## src/rtl/dbg_bridge_pkg.sv

```systemverilog
// Shared opcodes, FSM state encoding and response tags for the debug bus bridge.
package dbg_bridge_pkg;

  localparam logic [3:0] OP_STATUS = 4'h0;
  localparam logic [3:0] OP_ADDR   = 4'h1;
  localparam logic [3:0] OP_READ   = 4'h2;
  localparam logic [3:0] OP_WLO    = 4'h3;
  localparam logic [3:0] OP_WHI    = 4'h4;

  localparam logic [31:0] RESP_BAD  = 32'hBAD0_0000;
  localparam logic [31:0] RESP_DEAD = 32'hDEAD_0000;

  localparam int unsigned TMR_W = 16;

  typedef enum logic [1:0] {
    IDLE = 2'd0,
    BUS  = 2'd1,
    RESP = 2'd2
  } state_t;

endpackage

```

## src/rtl/dbg_bridge_timer.sv

```systemverilog
// Loadable down-counter with terminal-count flag; bounds how long a bus op may wait.
module dbg_bridge_timer
  import dbg_bridge_pkg::*;
#(
  parameter int unsigned W = TMR_W
) (
  input  logic         clk,
  input  logic         rst_n,
  input  logic         load,
  input  logic [W-1:0] load_val,
  input  logic         en,
  output logic         tc
);

  logic [W-1:0] count_q;

  always_ff @(posedge clk or negedge rst_n) begin
    if (!rst_n) begin
      count_q <= '0;
    end else if (load) begin
      count_q <= load_val;
    end else if (en && (count_q != '0)) begin
      count_q <= count_q - 1'b1;
    end
  end

  assign tc = (count_q == '0);

endmodule

```

## src/rtl/dbg_bus_bridge.sv

```systemverilog
// Executes JTAG debug-port command words as register-bus reads/writes and returns results.
// Optional bus timeout is enabled by defining DBG_BUS_BRIDGE_TIMEOUT_EN.
module dbg_bus_bridge
  import dbg_bridge_pkg::*;
#(
  parameter int unsigned ADDR_W  = 16,
  parameter int unsigned TIMEOUT = 255
) (
  input  logic              clk,
  input  logic              rst_n,
  input  logic [31:0]       cmd_data,
  input  logic              cmd_valid,
  output logic [31:0]       resp_data,
  output logic              resp_we,
  output logic              bus_req,
  output logic              bus_we,
  output logic [ADDR_W-1:0] bus_addr,
  output logic [31:0]       bus_wdata,
  input  logic [31:0]       bus_rdata,
  input  logic              bus_ack
);

  if ((TIMEOUT < 1) || (TIMEOUT > 65535)) begin : g_bad_timeout
    $error("dbg_bus_bridge: TIMEOUT must be within 1..65535");
  end

  // Handshake: a bus transfer completes at the first edge where bus_req && bus_ack;
  // cmd_valid and resp_we are single-cycle strobes with no back-pressure.
  state_t            state_q, state_d;
  logic [3:0]        op;
  logic              accept;
  logic              bus_op;
  logic              tmo_hit;
  logic [ADDR_W-1:0] addr_reg;
  logic [ADDR_W-1:0] addr_new;
  logic [ADDR_W-1:0] addr_inc;
  logic [31:0]       wdata_reg;
  logic              ovr_q;
  logic              tmo_q;
  logic              inc_q;
  logic              unused_cmd;

  assign op         = cmd_data[31:28];
  assign bus_op     = (op == OP_READ) || (op == OP_WHI);
  assign addr_new   = {cmd_data[ADDR_W-1:2], 2'b00};
  assign addr_inc   = addr_reg + ADDR_W'(4);
  assign unused_cmd = ^cmd_data[26:16];

  assign bus_req = (state_q == BUS);
  assign resp_we = (state_q == RESP);

`ifdef DBG_BUS_BRIDGE_TIMEOUT_EN
  localparam logic [TMR_W-1:0] TMO_LOAD = TMR_W'(TIMEOUT - 1);
  logic tmr_tc;

  dbg_bridge_timer #(.W(TMR_W)) u_timer (
    .clk      (clk),
    .rst_n    (rst_n),
    .load     (accept && bus_op),
    .load_val (TMO_LOAD),
    .en       (state_q == BUS),
    .tc       (tmr_tc)
  );

  assign tmo_hit = (state_q == BUS) && tmr_tc;
`else
  assign tmo_hit = 1'b0;
`endif

  always_ff @(posedge clk or negedge rst_n) begin
    if (!rst_n) state_q <= IDLE;
    else        state_q <= state_d;
  end

  always_comb begin
    state_d = state_q;
    accept  = 1'b0;
    case (state_q)
      IDLE: begin
        if (cmd_valid) begin
          accept  = 1'b1;
          state_d = bus_op ? BUS : RESP;
        end
      end
      BUS:     if (bus_ack || tmo_hit) state_d = RESP;
      RESP:    state_d = IDLE;
      default: state_d = IDLE;
    endcase
  end

  always_ff @(posedge clk or negedge rst_n) begin
    if (!rst_n) begin
      addr_reg  <= '0;
      wdata_reg <= '0;
      ovr_q     <= 1'b0;
      tmo_q     <= 1'b0;
      inc_q     <= 1'b0;
      bus_we    <= 1'b0;
      bus_addr  <= '0;
      bus_wdata <= '0;
      resp_data <= '0;
    end else begin
      // Commands arriving while busy are discarded but leave a sticky trace.
      if (cmd_valid && (state_q != IDLE)) ovr_q <= 1'b1;

      if (accept) begin
        case (op)
          OP_STATUS: begin
            resp_data <= {4'h0, 10'h0, ovr_q, tmo_q, 16'(addr_reg)};
            ovr_q     <= 1'b0;
            tmo_q     <= 1'b0;
          end
          OP_ADDR: begin
            addr_reg  <= addr_new;
            resp_data <= {4'h1, 12'h0, 16'(addr_new)};
          end
          OP_READ: begin
            bus_we   <= 1'b0;
            bus_addr <= addr_reg;
            inc_q    <= cmd_data[27];
          end
          OP_WLO: begin
            wdata_reg[15:0] <= cmd_data[15:0];
            resp_data       <= {4'h3, 12'h0, cmd_data[15:0]};
          end
          OP_WHI: begin
            wdata_reg[31:16] <= cmd_data[15:0];
            bus_wdata        <= {cmd_data[15:0], wdata_reg[15:0]};
            bus_we           <= 1'b1;
            bus_addr         <= addr_reg;
            inc_q            <= cmd_data[27];
          end
          default: resp_data <= RESP_BAD | {28'h0, op};
        endcase
      end

      if (state_q == BUS) begin
        // An ack in the terminal-count cycle wins over the timeout.
        if (bus_ack) begin
          resp_data <= bus_we ? {4'h4, 12'h0, 16'(bus_addr)} : bus_rdata;
          if (inc_q) addr_reg <= addr_inc;
        end else if (tmo_hit) begin
          tmo_q     <= 1'b1;
          resp_data <= RESP_DEAD | {16'h0, 16'(bus_addr)};
        end
      end
    end
  end

endmodule

```

## config.mk

```make
export PLATFORM = sky130hd
export DESIGN_NAME = dbg_bus_bridge
export DESIGN_NICKNAME = d
export VERILOG_FILES = /design/src/rtl/dbg_bridge_pkg.sv /design/src/rtl/dbg_bridge_timer.sv /design/src/rtl/dbg_bus_bridge.sv
export SDC_FILE = /design/constraint.sdc
export NUM_CORES = 1
export LEC_CHECK = 0
export BUFFER_PORTS_ARGS = -buffer_cell sky130_fd_sc_hd__buf_2
export CORE_MARGIN = 3
export CORE_UTILIZATION = 46
export CTS_CLUSTER_SIZE = 12
export DETAILED_ROUTE_END_ITERATION = 8
export PLACE_DENSITY_LB_ADDON = 0.12
export SLEW_MARGIN = 40
export SYNTH_ARGS = -nofsm -noshare
export SYNTH_HDL_FRONTEND = slang
export SYNTH_SLANG_ARGS = --single-unit
```

## constraint.sdc

```tcl
create_clock -name clk -period 5.3 [get_ports clk]
set_input_delay 1.325 -clock clk [delete_from_list [all_inputs] [get_ports clk]]
set_output_delay 1.325 -clock clk [all_outputs]
set_load 0.02 [all_outputs]
```

==> results of run 1 <==
[routing by layer]
layer / wire length (um) / track usage, % / vias up
met2: 6930 / 36.5 / 127
met5: 0 / 0 / -
met1: 5690 / 28.1 / 2046
met4: 196 / 7.93 / 0
met3: 703 / 4.62 / 15
li1: - / - / 1886
[cell usage after synthesis (all sizes together), types with 2 or more instances]
| library cell | instances | share of area [%] |
|---|---|---|
| dfrtp | 117 | 55 |
| mux2 | 67 | 14 |
| a21oi | 26 | 2.5 |
| nand2 | 26 | 1.9 |
| nor2 | 23 | 1.8 |
| buf | 16 | 1.7 |
| nand3 | 16 | 1.7 |
| mux2i | 14 | 2.6 |
| a22oi | 13 | 1.8 |
| clkbuf | 12 | 0.85 |
| o221ai | 12 | 2.0 |
| a211oi | 9 | 1.6 |
| and3 | 9 | 1.1 |
| o21ai | 9 | 0.85 |
| a22o | 7 | 1.2 |
| nor3 | 6 | 0.85 |
| a31oi | 5 | 0.59 |
| inv | 4 | 0.28 |
| nor3b | 4 | 0.78 |
| a311oi | 3 | 0.61 |
| and2 | 3 | 0.35 |
| o22ai | 3 | 0.35 |
| and3b | 2 | 0.33 |
| and4 | 2 | 0.33 |
| nand4 | 2 | 0.52 |
| nand4b | 2 | 0.45 |
| nor2b | 2 | 0.24 |
| o221a | 2 | 0.42 |
| or3b | 2 | 0.38 |
[power by group]
| group | total, uW | leakage, uW | switching, uW | internal [uW] |
|---|---|---|---|---|
| registers | 1330 | 0.00148 | 204 | 1130 |
| clock network | 1080 | 0.000276 | 365 | 717 |
| logic | 808 | 0.00154 | 454 | 354 |
[cell usage in the layout, fill, tap and decap left out, types with 12 or more instances in the layout]
cell type  count
buf_2        138
dfrtp_1      116
mux2_2        63
a21oi_1       26
nand2_1       25
nor2_1        22
clkbuf_16     17
nand3_1       15
mux2i_1       14
a22oi_1       13
o221ai_1      12
[tightest hold or removal path, cell delays in order, from the launching register on]
cell and delay [ps]:
dfrtp_1 330, nand2_1 50, nand2_1 50
[area by class of cell]
class,count,area [um2],area share [%]
flip-flops and latches,117,2930,44.0
multi-input cells,283,2220,33.4
repair buffers,145,747,11.2
clock buffers,24,482,7.24
well taps,140,175,2.63
clock inverters,5,75.1,1.13
inverters,5,18.8,0.282
[stage by stage]
step | util (%) | hold WS [ps] | setup slack (ps)
2_1_floorplan | - | 437 | 2560
3_3_place_gp | 54.9 | 453 | 1940
3_5_place_dp | 55.0 | 461 | 1920
4_1_cts | 60.0 | 472 | 2340
5_1_grt | 60.0 | 499 | 2170
6_report | 60.0 | 469 | 2310
[cell families (layout without fill, tap and decap cells)]
logic type | after synthesis | in the layout | share of synthesized area, %
buffers and inverters | 33 | 179 | 2.95
muxes | 81 | 81 | 16.9
adders and majority gates | 1 | 1 | 0.236
AOI/OAI and AO/OA | 96 | 96 | 13.0
and+or+nand+nor | 104 | 104 | 11.6
DFF | 117 | 117 | 55.1
xor gates and xnor gates | 1 | 1 | 0.165
[path summary, 6_finish.rpt]
check / start / endpoint / slack [ps] / cells after the start
hold / removal: ovr_q / ovr_q / 470 / 2
setup reg to reg: state_q[1] / wdata_reg[11] / 2850 / 4
min in group asynchronous: rst_n / resp_data[22] / 990 / 2
max in group asynchronous: rst_n / bus_we / 3720 / 2
hold reg to reg: ovr_q / ovr_q / 470 / 2
setup / recovery: cmd_valid / wdata_reg[11] / 2310 / 5
==> flow_summary.json, run 1 <==
{
  "fillCellCount": 946,
  "die_area_um2": 12900,
  "gp_congestion": 0.780,
  "worstMarginPinSlew_ps": 711,
  "yosys_warnings": 0,
  "reg_top3": "bus_wdata: 32 flops, resp_data: 32 flops",
  "power_uw": 3220,
  "dr.pass1.iters": 4,
  "ios": 151,
  "ir_worst_vdd_v": 0.000212,
  "synthCells": 433,
  "drtIter0Drc": 235,
  "drt-wirelength-per-cell_um": 18.8,
  "period_share_pct": 56.3,
  "cts_made_buffers": 17,
  "powerDensity_nw_per_um2": 485,
  "final_area_um2": 6650,
  "final_hold_viol_count": 0,
  "status": "finished clean",
  "grt_max_degree": 63,
  "post_cts_buffers": 0,
  "max_freq_mhz": 335,
  "grt.total_usage_pct": 21.8,
  "path_max_fanout": 16,
  "synth_async_sr_flop_share_pct": 100,
  "required_ps": 5590,
  "crit_path_start_kind": "primary input",
  "hpwl_um": 9300,
  "cp_slowest_cell": "nor2_4",
  "diodes": 0,
  "worstPathArrival_ps": 3270,
  "tns_ps": 0,
  "fin_nets": 638,
  "avgSynthCellArea_um2": 12.3,
  "finalNonFillerCells": 719,
  "synth.distinct_cells": 59,
  "dpl_cell_area_um2": 6090,
  "clk_latency_ps": 410,
  "cts_tree": "yes",
  "finalCriticalPeriod_ps": 2990,
  "synthesis.nets": 502,
  "ctsHoldBuffers": 0,
  "ys_seq_elements": 117,
  "crit_type": "in -> reg",
  "skew_ps": 9.51,
  "antenna_found_initial": 0,
  "vias": 4074,
  "vias_per_cell": 5.67,
  "cts.sinks": 117,
  "synth_edf_count": 0,
  "io_buffers": 139,
  "die_w_um": 113,
  "cts_resized": 0,
  "slew_headroom_pct": 52.4,
  "cp_top_family": "simple AND/OR/NAND/NOR gates",
  "power_leakage_uw": 0.00329,
  "syn_area_um2": 5310,
  "initial_core_util_pct": 47.9,
  "clk_pin_slew_worst_paths_ps": 50,
  "cts-root-buf": "clkbuf_16",
  "fp-row-count": 38,
  "cts_buffer_depth": 2,
  "die_h_um": 113,
  "critPathCaptureType": "flop",
  "drive_gt1_share_pct": 44.0,
  "core_area_um2": 11100,
  "path_cells": "buf_2, nor3b_4, nand2_2, nor2_4, mux2_2",
  "htreeDepth": 4,
  "dp.cells": 690,
  "cpPeakStageDelay_ps": 540,
  "setup_viol": 0,
  "grt_first_pass_wirelength_um": 21900,
  "rsz0062_at_grt": "false",
  "drc": 0,
  "seq_area_frac_synth_pct": 55.1,
  "area_delta_synth_final_pct": 25.3,
  "grt_pass1_vias": 4127,
  "drt_wl_total_um": 13500,
  "drt.antenna.violating_nets": 0,
  "overflow": 0,
  "synth_ff_type": "dfrtp_1",
  "cp_num_buf_inv": 1,
  "drv_cap": 0,
  "hold_class": "reg -> reg",
  "drv_slew": 0
}
No activity file was read; power rests on OpenSTA's default activity.
==> run 2: changes to the inputs <==
Clock period 5.3 ns to 2.8 ns, I/O delays scaled along.
==> flow_summary.json, run 2 (synthesis gave the netlist of run 1 again) <==
{
  "dr.pass1.iters": 4,
  "clk_latency_ps": 410,
  "cts_made_buffers": 17,
  "max_freq_mhz": 494,
  "die_w_um": 113,
  "status": "finished clean",
  "finalCriticalPeriod_ps": 2030,
  "p_sw_share_pct": 31.6,
  "die_area_um2": 12900,
  "cp-endpoint": "resp_data[24]",
  "diodes": 0,
  "sequentialPowerShare_pct": 39.4,
  "cts_buffer_depth": 2,
  "critPathCaptureType": "flop",
  "crit_type": "in -> reg",
  "required_ps": 3140,
  "reg2reg_depth": 4,
  "grt.total_usage_pct": 21.8,
  "grt_first_pass_wirelength_um": 21800,
  "vias_per_cell": 5.63,
  "finalNonFillerCells": 730,
  "powerDensity_nw_per_um2": 931,
  "internal_power_uw": 4320,
  "drv_cap": 0,
  "switchingPower_uw": 2000,
  "r2r_slack_ps": 770,
  "antenna_found_initial": 0,
  "hold_class": "in -> async",
  "io_buffers": 139,
  "drc": 0,
  "cts_tree": "yes",
  "vias": 4109,
  "drt-wirelength-per-cell_um": 18.2,
  "r2r-start": "state_q[1]",
  "ios": 151,
  "grt_max_degree": 63,
  "drt_wl_total_um": 13300,
  "path_max_fanout": 25,
  "grt_pass1_vias": 4178,
  "power_uw": 6320,
  "cts-root-buf": "clkbuf_16",
  "setup_viol": 0,
  "fin_nets": 646,
  "drive_gt1_share_pct": 45.6,
  "slew_headroom_pct": 55.0,
  "mostFrequentLayoutCell": "buf_2",
  "post_cts_buffers": 0,
  "core_area_um2": 11100,
  "ctsHoldBuffers": 0,
  "area_delta_synth_final_pct": 27.8,
  "power_leakage_uw": 0.00336,
  "rsz0062_at_grt": "false",
  "clk_pin_slew_worst_paths_ps": 50,
  "htreeDepth": 4,
  "initial_core_util_pct": 47.9,
  "die_h_um": 113,
  "dp.cells": 698,
  "gp_congestion": 0.780,
  "skew_ps": 3.95,
  "period_share_pct": 72.4,
  "startpoint": "cmd_data[28]",
  "drtIter0Drc": 260,
  "crit_path_start_kind": "primary input",
  "tns_ps": 0,
  "combinationalPowerShare_pct": 24.9,
  "drv_slew": 0,
  "ir_worst_vdd_v": 0.000544,
  "worstMarginPinSlew_ps": 673,
  "drt.antenna.violating_nets": 0,
  "timing.rr.end": "wdata_reg[11]",
  "reg_top3": "bus_wdata: 32 flops, resp_data: 32 flops",
  "p_clk_share_pct": 35.7,
  "overflow": 0,
  "final_cell_mix": "138 x buf_2, 117 x dfrtp_1, 63 x mux2_2, 26 x a21oi_1, 25 x nand2_1",
  "worstPathArrival_ps": 2370,
  "fillCellCount": 942,
  "cts.sinks": 117,
  "cts_resized": 0,
  "hpwl_um": 9480,
  "final_hold_viol_count": 0,
  "fp-row-count": 38
}
[run 2: cell count changes in the layout (fill, tap and decap cells not counted), moves of 2 or more]
cell | previous run | this run
buf_4 | 6 | 14
clkbuf_1 | 4 | 0
clkinv_2 | 3 | 6
bufinv_16 | 2 | 4
clkbuf_8 | 3 | 1
clkinvlp_4 | 0 | 2
[run 2: area by class of cell]
class                           count  area [um2]  area share (%)
Clock buffer                       18         439            6.47
Clock inverter                     14         183            2.69
Inverter                            5        18.8           0.277
Multi-Input combinational cell    283        2220            32.8
Sequential cell                   117        2930            43.2
Tap cell                          140         175            2.58
Timing Repair Buffer              153         816            12.0
[run 2: worst min path at each step]
| stage | end | from |
|---|---|---|
| finish | resp_data[29] | rst_n |
| global route | resp_data[28] | rst_n |
| CTS | resp_data[29] | rst_n |
| detailed placement | ovr_q | ovr_q |
| global placement | ovr_q | ovr_q |
| floorplan | addr_reg[0] | rst_n |
[run 2: stage by stage]
stage / cell area, um2 / hold WS [ps] / setup WS [ps] / util (%)
finish: 6780 / 175 / 774 / 61.2
global route: 6780 / 186 / 619 / 61.2
CTS: 6780 / 172 / 769 / 61.2
detailed placement: 6160 / 458 / 385 / 55.6
global placement: 6160 / 451 / 398 / 55.6
floorplan: 5310 / 404 / 687 / -
[run 2: power by group through the flow]
stage | clock network [uW] | registers [uW] | logic [uW]
after CTS | 2300 | 2490 | 1590
after floorplan | 0 | 2800 | 687
after detailed placement | 0 | 2520 | 1590
final | 2260 | 2490 | 1570
after global routing | 2390 | 2560 | 1710
after global placement | 0 | 2500 | 1560
[run 2: critical path, cell delays in order]
cell and delay (ps):
buf_2 250, nor2_1 420, a21o_1 340, and2_0 440
a22o_1 210
[run 2: routing by layer]
metal	GRT usage, %	vias to the layer above	share of wire (%)
li1	-	1906	-
met3	4.62	18	4.6
met4	8.41	0	1.7
met5	0	-	0
met1	27.6	2073	43
met2	36.9	112	51
==> run 3: changes to the inputs <==
Clock period 2.8 ns to 2.07 ns, I/O delays scaled along.
==> flow_summary.json, run 3 (synthesis gave the netlist of run 1 again) <==
{
  "status": "finished clean",
  "worstMarginPinSlew_ps": 533,
  "grt_max_degree": 38,
  "crit_type": "reg -> reg",
  "final_hold_viol_count": 0,
  "p_clk_share_pct": 36.2,
  "drv_slew": 0,
  "path_cells": "or3b_4, nor4b_4, buf_12, nor3b_1, nor4_1",
  "worstPathArrival_ps": 2210,
  "seq_area_um2": 2930,
  "final_area_um2": 6980,
  "r2r-start": "state_q[1]",
  "skew_ps": 4.08,
  "tns_ps": 0,
  "required_ps": 2350,
  "vias": 4186,
  "cts_made_buffers": 17,
  "vias_per_cell": 5.63,
  "cts.sinks": 117,
  "rsz0062_at_grt": "false",
  "drt_wl_total_um": 13700,
  "post_cts_buffers": 0,
  "dpl_cell_area_um2": 6350,
  "antenna_found_initial": 0,
  "die_h_um": 113,
  "grt_pass1_vias": 4205,
  "initial_core_util_pct": 47.9,
  "finalNonFillerCells": 744,
  "die_w_um": 113,
  "switchingPower_uw": 2680,
  "cp_top_family": "simple AND/OR/NAND/NOR gates",
  "mostFrequentLayoutCell": "buf_2",
  "fillCellCount": 917,
  "drt.antenna.violating_nets": 0,
  "path_max_fanout": 13,
  "power_leakage_uw": 0.00346,
  "reg_top3": "bus_wdata: 32 flops, resp_data: 32 flops",
  "diodes": 0,
  "final_cell_mix": "138 x buf_2, 117 x dfrtp_1, 63 x mux2_2, 26 x a21oi_1, 25 x nand2_1",
  "grt.total_usage_pct": 22.4,
  "cp_slowest_cell": "or3b_4",
  "max_freq_mhz": 518,
  "r2r_slack_ps": 140,
  "cts_resized": 0,
  "crit_path_start_kind": "flop",
  "multi_input_area_um2": 2220,
  "htreeDepth": 4,
  "fp-row-count": 38,
  "drive_gt1_share_pct": 46.2,
  "cpPeakStageDelay_ps": 480,
  "cts_tree": "yes",
  "ir_worst_vdd_v": 0.000905,
  "powerDensity_nw_per_um2": 1240,
  "die_area_um2": 12900,
  "clk_latency_ps": 410,
  "timing.rr.end": "addr_reg[15]",
  "reg2reg_depth": 5,
  "fin_nets": 661,
  "ctsHoldBuffers": 0,
  "internal_power_uw": 6000,
  "grt_first_pass_wirelength_um": 22200,
  "cp_num_buf_inv": 1,
  "overflow": 0,
  "combinationalPowerShare_pct": 25.0,
  "drv_cap": 0,
  "hold_class": "in -> async",
  "dp.cells": 713,
  "drc": 0,
  "final_util_pct": 63.0,
  "drtIter0Drc": 260,
  "cts-root-buf": "clkbuf_16",
  "critPathCaptureType": "flop",
  "period_share_pct": 93.2,
  "setup_viol": 0,
  "clk_pin_slew_worst_paths_ps": 50,
  "cts_buffer_depth": 2,
  "io_buffers": 139,
  "area_delta_synth_final_pct": 31.5,
  "gp_congestion": 0.864,
  "slew_headroom_pct": 64.3,
  "hpwl_um": 9900,
  "ios": 151,
  "core_area_um2": 11100,
  "finalCriticalPeriod_ps": 1930,
  "sequentialPowerShare_pct": 38.8,
  "p_sw_share_pct": 30.9,
  "power_uw": 8680,
  "drt-wirelength-per-cell_um": 18.4,
  "dr.pass1.iters": 4
}
==> run 3: changes by cell type in the layout (fill, tap and decap cells not counted), sizes merged <==
cell,previous run,this run
clkbuf,18,22
inv,5,4
clkinv,8,4
buf,153,168
clkinvlp,2,1
bufinv,4,5
==> run 3: layer usage <==
layer	share of wire, %	track usage (%)	vias up
met5	0	0	-
met4	1.5	7.37	0
met1	42	28.9	2095
met3	5.1	5.89	19
met2	51	36.9	128
li1	-	-	1944
==> run 3: worst max-delay path by stage <==
stage	from	endpoint	slack [ps]	cells past startpoint
6_report	state_q[1]	addr_reg[15]	140	5
5_1_grt	state_q[1]	addr_reg[15]	50	5
4_1_cts	state_q[1]	addr_reg[15]	50	5
3_5_place_dp	cmd_valid	addr_reg[15]	-30	6
3_3_place_gp	cmd_valid	addr_reg[15]	90	6
2_1_floorplan	cmd_data[30]	wdata_reg[10]	140	6
==> run 3: power groups by stage <==
stage,sequential (uW),clock [uW],combinational (uW)
after floorplan,3780,0,929
after global placement,3380,0,2140
after detailed placement,3410,0,2190
after CTS,3370,3200,2210
after global routing,3460,3290,2350
final,3370,3140,2170
==> run 3: through the flow <==
stage	worst slack [ps]	hold WS, ps
final	141	82.6
after global routing	47.0	108
after CTS	51.4	86.6
after detailed placement	-31.6	471
after global placement	88.1	451
after floorplan	140	222
==> run 3: cell type report <==
class / count / share of cell area, %
clock buffers: 22 / 6.51
clock inverters: 9 / 2.53
inverters: 5 / 0.269
multi-input cells: 283 / 31.9
flip-flops and latches: 117 / 41.9
well taps: 140 / 2.51
repair buffers: 168 / 14.4
